--- config.mk ---
export PLATFORM = sky130hd
export DESIGN_NAME = gemm_tile_sequencer
export DESIGN_NICKNAME = d
export VERILOG_FILES = /design/src/rtl/gemm_tile_sequencer_pkg.sv /design/src/rtl/gemm_tile_counter.sv /design/src/rtl/gemm_tile_sequencer.sv
export SDC_FILE = /design/constraint.sdc
export NUM_CORES = 2
export LEC_CHECK = 0
export CAP_MARGIN = 20
export CORE_MARGIN = 1
export CORE_UTILIZATION = 35
export CTS_CLUSTER_DIAMETER = 200
export DETAILED_ROUTE_END_ITERATION = 8
export PLACE_DENSITY = 0.52
export SLEW_MARGIN = 15
export SYNTH_ARGS = -nofsm -noshare
export SYNTH_HDL_FRONTEND = slang
export SYNTH_SLANG_ARGS = --single-unit
--- constraint.sdc ---
create_clock -name clk -period 21.2 [get_ports clk]
set_clock_uncertainty 0.05 [all_clocks]
set_input_delay 6.36 -clock clk [delete_from_list [all_inputs] [get_ports clk]]
set_output_delay 6.36 -clock clk [all_outputs]
set_load 0.005 [all_outputs]
--- src/rtl/gemm_tile_sequencer_pkg.sv ---
// Shared constants and types for the GEMM tile sequencer: register map,
// dim-word field layout, systolic-array-derived tile defaults and FSM states.
package gemm_tile_sequencer_pkg;

    localparam int unsigned SUPER_SYS_ROWS = 16;
    localparam int unsigned SUPER_SYS_COLS = 16;

    localparam int unsigned BLK_M_DEFAULT = 16;
    localparam int unsigned BLK_K_DEFAULT = SUPER_SYS_COLS;
    localparam int unsigned BLK_N_DEFAULT = SUPER_SYS_ROWS;

    // Offset 0 doubles as the "engine full" status, offset 24 as "all done".
    localparam logic [31:0] REG_A_ADDR   = 32'd0;
    localparam logic [31:0] REG_B_ADDR   = 32'd4;
    localparam logic [31:0] REG_C_ADDR   = 32'd8;
    localparam logic [31:0] REG_A_STRIDE = 32'd12;
    localparam logic [31:0] REG_B_STRIDE = 32'd16;
    localparam logic [31:0] REG_CTRL     = 32'd20;
    localparam logic [31:0] REG_DIM      = 32'd24;

    localparam int unsigned DIM_M_POS   = 0;
    localparam int unsigned DIM_K_POS   = 5;
    localparam int unsigned DIM_N_POS   = 10;
    localparam int unsigned DIM_FIELD_W = 5;

    typedef enum logic [3:0] {
        IDLE,
        WR_ASTR,
        WR_BSTR,
        WR_A,
        WR_B,
        WR_C,
        WR_CTRL,
        WR_DIM,
        POLL_FULL,
        ADVANCE,
        POLL_DONE,
        DONE
    } state_t;

endpackage

--- src/rtl/gemm_tile_counter.sv ---
// Nested n (outer) / m (middle) / k (inner) tile counters with per-tile
// sizes and first/last/final-tile flags for the current position.
module gemm_tile_counter
    import gemm_tile_sequencer_pkg::*;
#(
    parameter int unsigned BLK_M = BLK_M_DEFAULT,
    parameter int unsigned BLK_K = BLK_K_DEFAULT,
    parameter int unsigned BLK_N = BLK_N_DEFAULT
) (
    input  logic        clk,
    input  logic        rst,
    input  logic        load,
    input  logic        step,
    input  logic [15:0] dim_m,
    input  logic [15:0] dim_k,
    input  logic [15:0] dim_n,
    output logic [15:0] m_idx,
    output logic [15:0] k_idx,
    output logic [15:0] n_idx,
    output logic [15:0] msize,
    output logic [15:0] ksize,
    output logic [15:0] nsize,
    output logic        first,
    output logic        last,
    output logic        final_tile
);

    localparam logic [15:0] BM16 = 16'(BLK_M);
    localparam logic [15:0] BK16 = 16'(BLK_K);
    localparam logic [15:0] BN16 = 16'(BLK_N);

    logic [16:0] m_end, k_end, n_end;
    logic [15:0] m_rem, k_rem, n_rem;
    logic        last_m, last_k, last_n;

    // 17-bit sums so a tile ending at or past 0xFFFF still compares correctly.
    assign m_end = {1'b0, m_idx} + {1'b0, BM16};
    assign k_end = {1'b0, k_idx} + {1'b0, BK16};
    assign n_end = {1'b0, n_idx} + {1'b0, BN16};

    assign last_m = m_end >= {1'b0, dim_m};
    assign last_k = k_end >= {1'b0, dim_k};
    assign last_n = n_end >= {1'b0, dim_n};

    assign m_rem = dim_m - m_idx;
    assign k_rem = dim_k - k_idx;
    assign n_rem = dim_n - n_idx;

    assign msize = (m_rem > BM16) ? BM16 : m_rem;
    assign ksize = (k_rem > BK16) ? BK16 : k_rem;
    assign nsize = (n_rem > BN16) ? BN16 : n_rem;

    assign first      = (k_idx == '0);
    assign last       = last_k;
    assign final_tile = last_k && last_m && last_n;

    always_ff @(posedge clk or posedge rst) begin
        if (rst) begin
            m_idx <= '0;
            k_idx <= '0;
            n_idx <= '0;
        end else if (load) begin
            m_idx <= '0;
            k_idx <= '0;
            n_idx <= '0;
        end else if (step) begin
            if (!last_k) begin
                k_idx <= k_end[15:0];
            end else begin
                k_idx <= '0;
                if (!last_m) begin
                    m_idx <= m_end[15:0];
                end else begin
                    m_idx <= '0;
                    n_idx <= n_end[15:0];
                end
            end
        end
    end

endmodule

--- src/rtl/gemm_tile_sequencer.sv ---
// Splits a full M x K x N matrix command into tiles and programs each one
// into the GEMM engine over its system-bus register interface.
module gemm_tile_sequencer
    import gemm_tile_sequencer_pkg::*;
#(
    parameter logic [31:0] BASE_ADDR = 32'h9000_0000,
    parameter int unsigned BLK_M     = BLK_M_DEFAULT,
    parameter int unsigned BLK_K     = BLK_K_DEFAULT,
    parameter int unsigned BLK_N     = BLK_N_DEFAULT
) (
    input  logic        clk,
    input  logic        rst,
    input  logic        cmd_valid,
    output logic        cmd_ready,
    input  logic [15:0] cmd_m,
    input  logic [15:0] cmd_k,
    input  logic [15:0] cmd_n,
    input  logic [31:0] cmd_a_addr,
    input  logic [31:0] cmd_b_addr,
    input  logic [31:0] cmd_c_addr,
    output logic        bus_en,
    output logic        bus_rdwr,
    output logic [31:0] bus_addr,
    output logic [31:0] bus_wr_data,
    input  logic [31:0] bus_rd_data,
    output logic        busy,
    output logic        done
);

    state_t      state, state_next;
    logic        poll_pend;
    logic        accept, cmd_zero, step;
    logic [15:0] m_q, k_q, n_q;
    logic [31:0] a_q, b_q, c_q;
    logic [31:0] addr_hold, data_hold;

    logic [15:0] m_idx, k_idx, n_idx, msize, ksize, nsize;
    logic        first, last, final_tile;
    logic [31:0] a_tile, b_tile, c_tile, ctrl_word, dim_word;
    logic        unused_bits;

    assign accept   = cmd_valid && (state == IDLE);
    assign cmd_zero = (cmd_m == '0) || (cmd_k == '0) || (cmd_n == '0);

    gemm_tile_counter #(
        .BLK_M (BLK_M),
        .BLK_K (BLK_K),
        .BLK_N (BLK_N)
    ) u_counter (
        .clk        (clk),
        .rst        (rst),
        .load       (accept),
        .step       (step),
        .dim_m      (m_q),
        .dim_k      (k_q),
        .dim_n      (n_q),
        .m_idx      (m_idx),
        .k_idx      (k_idx),
        .n_idx      (n_idx),
        .msize      (msize),
        .ksize      (ksize),
        .nsize      (nsize),
        .first      (first),
        .last       (last),
        .final_tile (final_tile)
    );

    // B points at the last row of the k-slice: the engine walks B upwards.
    assign a_tile = a_q + 32'(k_idx) + 32'(m_idx) * 32'(k_q);
    assign b_tile = b_q + 32'(n_idx) + 32'(k_idx) * 32'(n_q)
                  + (32'(ksize) - 32'd1) * 32'(n_q);
    assign c_tile = c_q + 32'(n_idx) + 32'(m_idx) * 32'(n_q);

    assign ctrl_word = {30'd0, first, last};
    assign dim_word  = (32'(msize[DIM_FIELD_W-1:0]) << DIM_M_POS)
                     | (32'(ksize[DIM_FIELD_W-1:0]) << DIM_K_POS)
                     | (32'(nsize[DIM_FIELD_W-1:0]) << DIM_N_POS);

    assign unused_bits = ^{bus_rd_data[31:1], msize[15:DIM_FIELD_W],
                           ksize[15:DIM_FIELD_W], nsize[15:DIM_FIELD_W]};

    always_ff @(posedge clk or posedge rst) begin
        if (rst) begin
            state     <= IDLE;
            poll_pend <= 1'b0;
            m_q       <= '0;
            k_q       <= '0;
            n_q       <= '0;
            a_q       <= '0;
            b_q       <= '0;
            c_q       <= '0;
            addr_hold <= '0;
            data_hold <= '0;
        end else begin
            state     <= state_next;
            poll_pend <= (state_next == state) &&
                         ((state == POLL_FULL) || (state == POLL_DONE));
            addr_hold <= bus_addr;
            data_hold <= bus_wr_data;
            if (accept) begin
                m_q <= cmd_m;
                k_q <= cmd_k;
                n_q <= cmd_n;
                a_q <= cmd_a_addr;
                b_q <= cmd_b_addr;
                c_q <= cmd_c_addr;
            end
        end
    end

    // A read is issued every poll cycle; the response is judged one cycle later.
    always_comb begin
        state_next  = state;
        bus_en      = 1'b0;
        bus_rdwr    = 1'b0;
        bus_addr    = addr_hold;
        bus_wr_data = data_hold;
        cmd_ready   = (state == IDLE);
        busy        = (state != IDLE);
        done        = 1'b0;
        step        = 1'b0;
        case (state)
            IDLE: begin
                if (cmd_valid) state_next = cmd_zero ? DONE : WR_ASTR;
            end
            WR_ASTR: begin
                bus_en      = 1'b1;
                bus_rdwr    = 1'b1;
                bus_addr    = BASE_ADDR + REG_A_STRIDE;
                bus_wr_data = 32'(k_q);
                state_next  = WR_BSTR;
            end
            WR_BSTR: begin
                bus_en      = 1'b1;
                bus_rdwr    = 1'b1;
                bus_addr    = BASE_ADDR + REG_B_STRIDE;
                bus_wr_data = 32'(n_q);
                state_next  = WR_A;
            end
            WR_A: begin
                bus_en      = 1'b1;
                bus_rdwr    = 1'b1;
                bus_addr    = BASE_ADDR + REG_A_ADDR;
                bus_wr_data = a_tile;
                state_next  = WR_B;
            end
            WR_B: begin
                bus_en      = 1'b1;
                bus_rdwr    = 1'b1;
                bus_addr    = BASE_ADDR + REG_B_ADDR;
                bus_wr_data = b_tile;
                state_next  = WR_C;
            end
            WR_C: begin
                bus_en      = 1'b1;
                bus_rdwr    = 1'b1;
                bus_addr    = BASE_ADDR + REG_C_ADDR;
                bus_wr_data = c_tile;
                state_next  = WR_CTRL;
            end
            WR_CTRL: begin
                bus_en      = 1'b1;
                bus_rdwr    = 1'b1;
                bus_addr    = BASE_ADDR + REG_CTRL;
                bus_wr_data = ctrl_word;
                state_next  = WR_DIM;
            end
            WR_DIM: begin
                bus_en      = 1'b1;
                bus_rdwr    = 1'b1;
                bus_addr    = BASE_ADDR + REG_DIM;
                bus_wr_data = dim_word;
                state_next  = POLL_FULL;
            end
            POLL_FULL: begin
                bus_en   = 1'b1;
                bus_addr = BASE_ADDR + REG_A_ADDR;
                if (poll_pend && !bus_rd_data[0])
                    state_next = final_tile ? POLL_DONE : ADVANCE;
            end
            ADVANCE: begin
                step       = 1'b1;
                state_next = WR_ASTR;
            end
            POLL_DONE: begin
                bus_en   = 1'b1;
                bus_addr = BASE_ADDR + REG_DIM;
                if (poll_pend && bus_rd_data[0]) state_next = DONE;
            end
            DONE: begin
                done       = 1'b1;
                state_next = IDLE;
            end
            default: state_next = IDLE;
        endcase
    end

endmodule

# Word-level counts from Yosys, hierarchy flattened
# Cells that the tools add are included.
[word_totals] word_cells=102 latch_bits=0 inputBits=179 output_inout_bits=69 ram_bits=0 rom_bits=0 n_memories=0 ff_bits=261
[op_classes] bitwise=2 n_mul=4 n_eq_ne=12 div_mod_pow=0 n_reduce_logical=25 magnitude_cmp=6 shift=0 n_addsub=14 muxes=26
[op_table] cell="$pmux W32 S7" count=2
[op_table] cell="$mux W16" count=12
[op_table] cell="$add A32 B32 Y32" count=4
[op_table] cell="$add A32 B16 Y32" count=3
[op_table] cell="$mul A16 B16 Y32" count=3
[op_table] cell="$logic_not A16 Y1" count=4
[op_table] cell="$add A16 B5 Y17 const B" count=3
[op_table] cell="$ge A17 B16 Y1" count=3
[op_table] cell="$gt A16 B5 Y1 const B" count=3
[op_table] cell="$sub A16 B16 Y16" count=3
[op_table] cell="$pmux W4 S11" count=1
[op_table] cell="$mul A17 B17 Y32" count=1
[op_table] cell="$sub A16 B1 Y17 const B" count=1
[op_table] cell="$eq A4 B3 Y1 const B" count=4
[op_table] cell="$eq A4 B4 Y1 const B" count=4
[op_table] cell="$mux W4" count=4
[op_table] cell="$or A10 B15 Y15" count=1
[op_table] cell="$mux W5" count=2
[op_table] cell="$or A5 B10 Y10" count=1
[op_table] cell="$reduce_or A9 Y1" count=1
[op_table] cell="$eq A4 B2 Y1 const B" count=2
[op_table] cell="$reduce_or A7 Y1" count=1
[op_table] cell="$logic_and A1 B1 Y1" count=6
[op_table] cell="$reduce_bool A2 Y1" count=3
[op_table] cell="other kinds (11)" count=17

# Logic depth before layout (Yosys ltp)
[depth] word_depth=9 depth_mapped=43 ltp_nobuf=41

# Cells and area by module
# A second synthesis with hierarchy kept.
[hier_totals] cells_unflattened=5874 area_unflattened_um2=53475.0
[modules_own_cells] module="gemm_tile_sequencer" seq_area_each_um2=5330.1 instances=1 area_per_inst_um2=47914.7 cells_each=5146
[modules_own_cells] module="gemm_tile_counter" seq_area_each_um2=900.9 instances=1 area_per_inst_um2=5560.3 cells_each=728

# Least setup slack after synthesis
# OpenSTA, ideal clock, no wires.
[synth_timing] path_type="register to output" startpoint="register u_counter.k_idx[5]" endpoint="output port bus_wr_data[30]" n_path_buf=3 setup_slack_ns=4.208 required_ns=14.790 stages_incl_launch_ff=40 arrival_time_ns=10.582 path_cell_list="dfrtp_1 > clkbuf_1 > clkinv_1 > ha_1 > nor2b_1 > a2111o_1 > a2bb2oi_1 > nand4_1 > nor4b_4 > o2111ai_2 > nor3_1 > inv_1 > ha_1 > inv_1 > nor3_2 > buf_4 > buf_2 > nand3_1 > [... 4 more ...] > fa_1 > fa_1 > fa_1 > inv_1 > fa_1 > fa_1 > inv_1 > fa_1 > inv_1 > ha_1 > a21o_1 > a21oi_1 > o21ai_0 > a31o_2 > o41ai_1 > o21a_1 > mux2i_1 > o32a_1"
[synth_between] elab_chain_len=7 elab_cells_between_ends=11 cone_classes="6 x add/sub; 2 x mul; 1 x order compare; 2 x mux"
[synth_lines] item="start, declared" line_no="gemm_tile_counter.sv:18" source="output logic [15:0] k_idx,"
[synth_lines] item="start signal, assigned" line_no="gemm_tile_counter.sv:68" source="k_idx <= k_end[15:0];"
[synth_lines] item="$sub A16 B16 Y16" line_no="gemm_tile_counter.sv:46" source="assign k_rem = dim_k - k_idx;"
[synth_lines] item="$gt A16 B5 Y1" line_no="gemm_tile_counter.sv:50" source="assign ksize = (k_rem > BK16) ? BK16 : k_rem;"
[synth_lines] item="$mux W16" line_no="gemm_tile_counter.sv:50"
[synth_lines] item="$sub A16 B1 Y17" line_no="gemm_tile_sequencer.sv:71" source="+ (32'(ksize) - 32'd1) * 32'(n_q);"
[synth_lines] item="$mul A17 B17 Y32" line_no="gemm_tile_sequencer.sv:71"
[synth_lines] item="$add A32 B32 Y32" line_no="gemm_tile_sequencer.sv:71"
[synth_lines] item="$pmux W32 S7 *" line_no="gemm_tile_sequencer.sv:122" source="case (state)"
[synth_lines] item="end, declared" line_no="gemm_tile_sequencer.sv:24" source="output logic [31:0] bus_wr_data,"
# Every way passes the cells marked *; elsewhere a longest branch is shown, timed or not.

# Worst setup path in the final report
[layout_timing] startpoint="register u_counter.k_idx[4]" endpoint="output port bus_wr_data[22]"
# The elaborated chain is that of the path after synthesis.

==> impl_metrics.json <==
{
  "fp.dieW_um": 375,
  "fin_setup_tns_ps": 0,
  "ant_nets": 0,
  "cp.arrival_ps": 13310,
  "final_cell_mix": "inv_1, fa_1, nand2_1, ha_1, nor2_1",
  "yosysTopAreaCellShare_pct": 39.1,
  "dp_hpwl_um": 127000,
  "crit_path_frequent_cell": "fa_1",
  "use_met1_pct": 32.4,
  "drc": 0,
  "grt-ovfl-total": 0,
  "fin_nets": 7328,
  "seq_area_frac_synth_pct": 12.8,
  "worstMarginPinSlew_ps": 1150,
  "cts_setup_buffers": 0,
  "grt_pass1_wl_um": 250000,
  "die_h_um": 375,
  "cts.clk_slew.worst_paths_ps": 60,
  "cts_made_buffers": 38,
  "synthCells": 5524,
  "placementRows": 136,
  "yosysUniqueCellTypes": 81,
  "drtIter0Drc": 2734,
  "start_kind": "register",
  "rsz0062_at_grt": "no",
  "clock.fmax_mhz": 50.7,
  "maxCapViolations": 0,
  "avgSynthCellArea_um2": 8.83,
  "setup_violations": 0,
  "outcome": "completed",
  "vias": 37800,
  "wl_per_cell_um": 21.4,
  "clk-insertion-delay-late_ps": 640,
  "start_util_pct": 35.4,
  "use_met3_pct": 4.10,
  "use_met2_pct": 38.8,
  "synthToLayoutAreaGrowth_pct": 13.0,
  "core_um2": 138000,
  "regArea_um2": 6240,
  "grt_max_degree": 92,
  "worstPathRequired_ps": 14790,
  "antenna_found_initial": 3,
  "cts.sinks": 249,
  "slew_headroom_pct": 21.3,
  "routed_wl_um": 163000,
  "fin_crit_sh_pct": 93.0,
  "crit_fanout": 9,
  "firstDrtPassIters": 8,
  "crit_type": "register to primary output",
  "via_per_inst": 4.96,
  "critPathCaptureType": "primary output",
  "critPathMaxStageDelay_ps": 560,
  "gp_congestion": 0.924,
  "clockBufferDepth": 3,
  "ctsResizeCount": 0,
  "antennaDiodeCount": 0,
  "synth_edf_count": 0,
  "fillers": 14000,
  "netlist_area_um2": 48800,
  "crit_slowest_cell": "a2111oi_0",
  "synth_area_leaders": "fa_1, dfrtp_1, inv_1, ha_1, nand2_1",
  "htree_levels": 2,
  "layout_commonest_cell": "inv_1",
  "synth_seq_cells": 249,
  "io_buffers": 216,
  "die_area_um2": 141000,
  "min_path_type": "register to register",
  "grt_pass1_vias": 39800,
  "ys_warn_count": 0,
  "reg2reg_setup_slack_ps": 8770,
  "cts_hold_buf": 0,
  "grt.total_usage_pct": 23.8,
  "ioPinCount": 248,
  "synth_flop_cell": "dfrtp_1",
  "timing_hold_violations_final": 0,
  "asyncSetResetFlopFracSynth_pct": 100,
  "cts_tree": "built",
  "setup_ws_ps": 1480,
  "maxSlewViolCount": 0,
  "drive_above_1_share_pct": 4.21,
  "multi_input_area_um2": 36900,
  "place_ws_ps": 2310,
  "yosysTopAreaCell": "fa_1",
  "period_minus_slack_ps": 19720,
  "root_buffer": "clkbuf_16",
  "busiest_layer": "met2"
}
path summary, 6_finish.rpt:
kind                                                     start                             end  depth (start not counted)
worst max-delay path            u_counter.k_idx[4]$_DFFE_PP0N_                 bus_wr_data[22]                         43
worst min-delay path                   addr_hold[28]$_DFF_PP0_         addr_hold[28]$_DFF_PP0_                          1
worst max register to register  u_counter.k_idx[4]$_DFFE_PP0N_         data_hold[22]$_DFF_PP0_                         42
worst min register to register         addr_hold[28]$_DFF_PP0_         addr_hold[28]$_DFF_PP0_                          1
max in group asynchronous                                  rst  u_counter.m_idx[7]$_DFFE_PP0P_                          3
min in group asynchronous                                  rst             a_q[24]$_DFFE_PP0P_                          2
per-stage QoR:
step	utilization, %	cells	cell area (µm²)	hold WS, ps
3_5_place_dp	39.0	7545	53700	399
3_3_place_gp	39.0	7545	53700	401
6_report	40.0	7615	55100	410
5_1_grt	40.0	7615	55100	441
4_1_cts	40.0	7615	55100	412
2_1_floorplan	-	5641	49200	395
cell usage after synthesis, drive strengths merged, types with 32 or more instances:
cell type and number:
a21o 55, a21oi 123, and2 160, and3 41, buf 41, clkbuf 186
dfrtp 249, fa 953, ha 405, inv 1397, nand2 789, nand2b 32
nand3 80, nor2 247, nor3 62, o21ai 172, xnor2 113, xor2 42
flip-flops by register name, summed over array words and instances (netlist names), 16 cells and up:
name and flops:
b_q 32, a_q 32, m_q 16, k_q 16, addr_hold 32, n_q 16
data_hold 32, c_q 32
logic make-up (layout without fill, tap and decap cells):
kind of cell	Yosys count	count (layout)	synth area share, %
flops	249	249	12.8
other cells	2	119	0.0154
mux	13	13	0.285
xor+xnor	155	155	2.78
fa+ha+maj	1358	1358	49.5
buf+inv	1634	1814	12.6
simple gates	1518	1518	14.0
compound gates	595	595	8.01
layer usage:
layer | part of all wire, % | vias up | routed length [µm]
met5 | 0 | - | 0
met4 | 3.1 | 0 | 5110
met3 | 7.3 | 190 | 11800
met2 | 47 | 1179 | 75800
met1 | 43 | 19300 | 70000
li1 | - | 17100 | -
final cells by class:
type,count,area share (%)
multi-input cells,3758,66.9
clock inverters,19,0.518
inverters,1407,9.60
well taps,1794,4.07
flip-flops and latches,249,11.3
clock buffers,51,1.96
repair buffers,337,5.62
critical path, delay by kind of cell (launching register included):
kind	cells	cell delay (ps)
xor gates and xnor gates	2	250
DFF	1	380
adders and majority gates	11	5000
buffers and inverters	12	1860
and+or+nand+nor	8	2160
AOI/OAI and AO/OA	10	3030
Power is left out: the tool's default activity adds up to more than one toggle a clock period on the data nets, which glitch-free logic cannot reach.
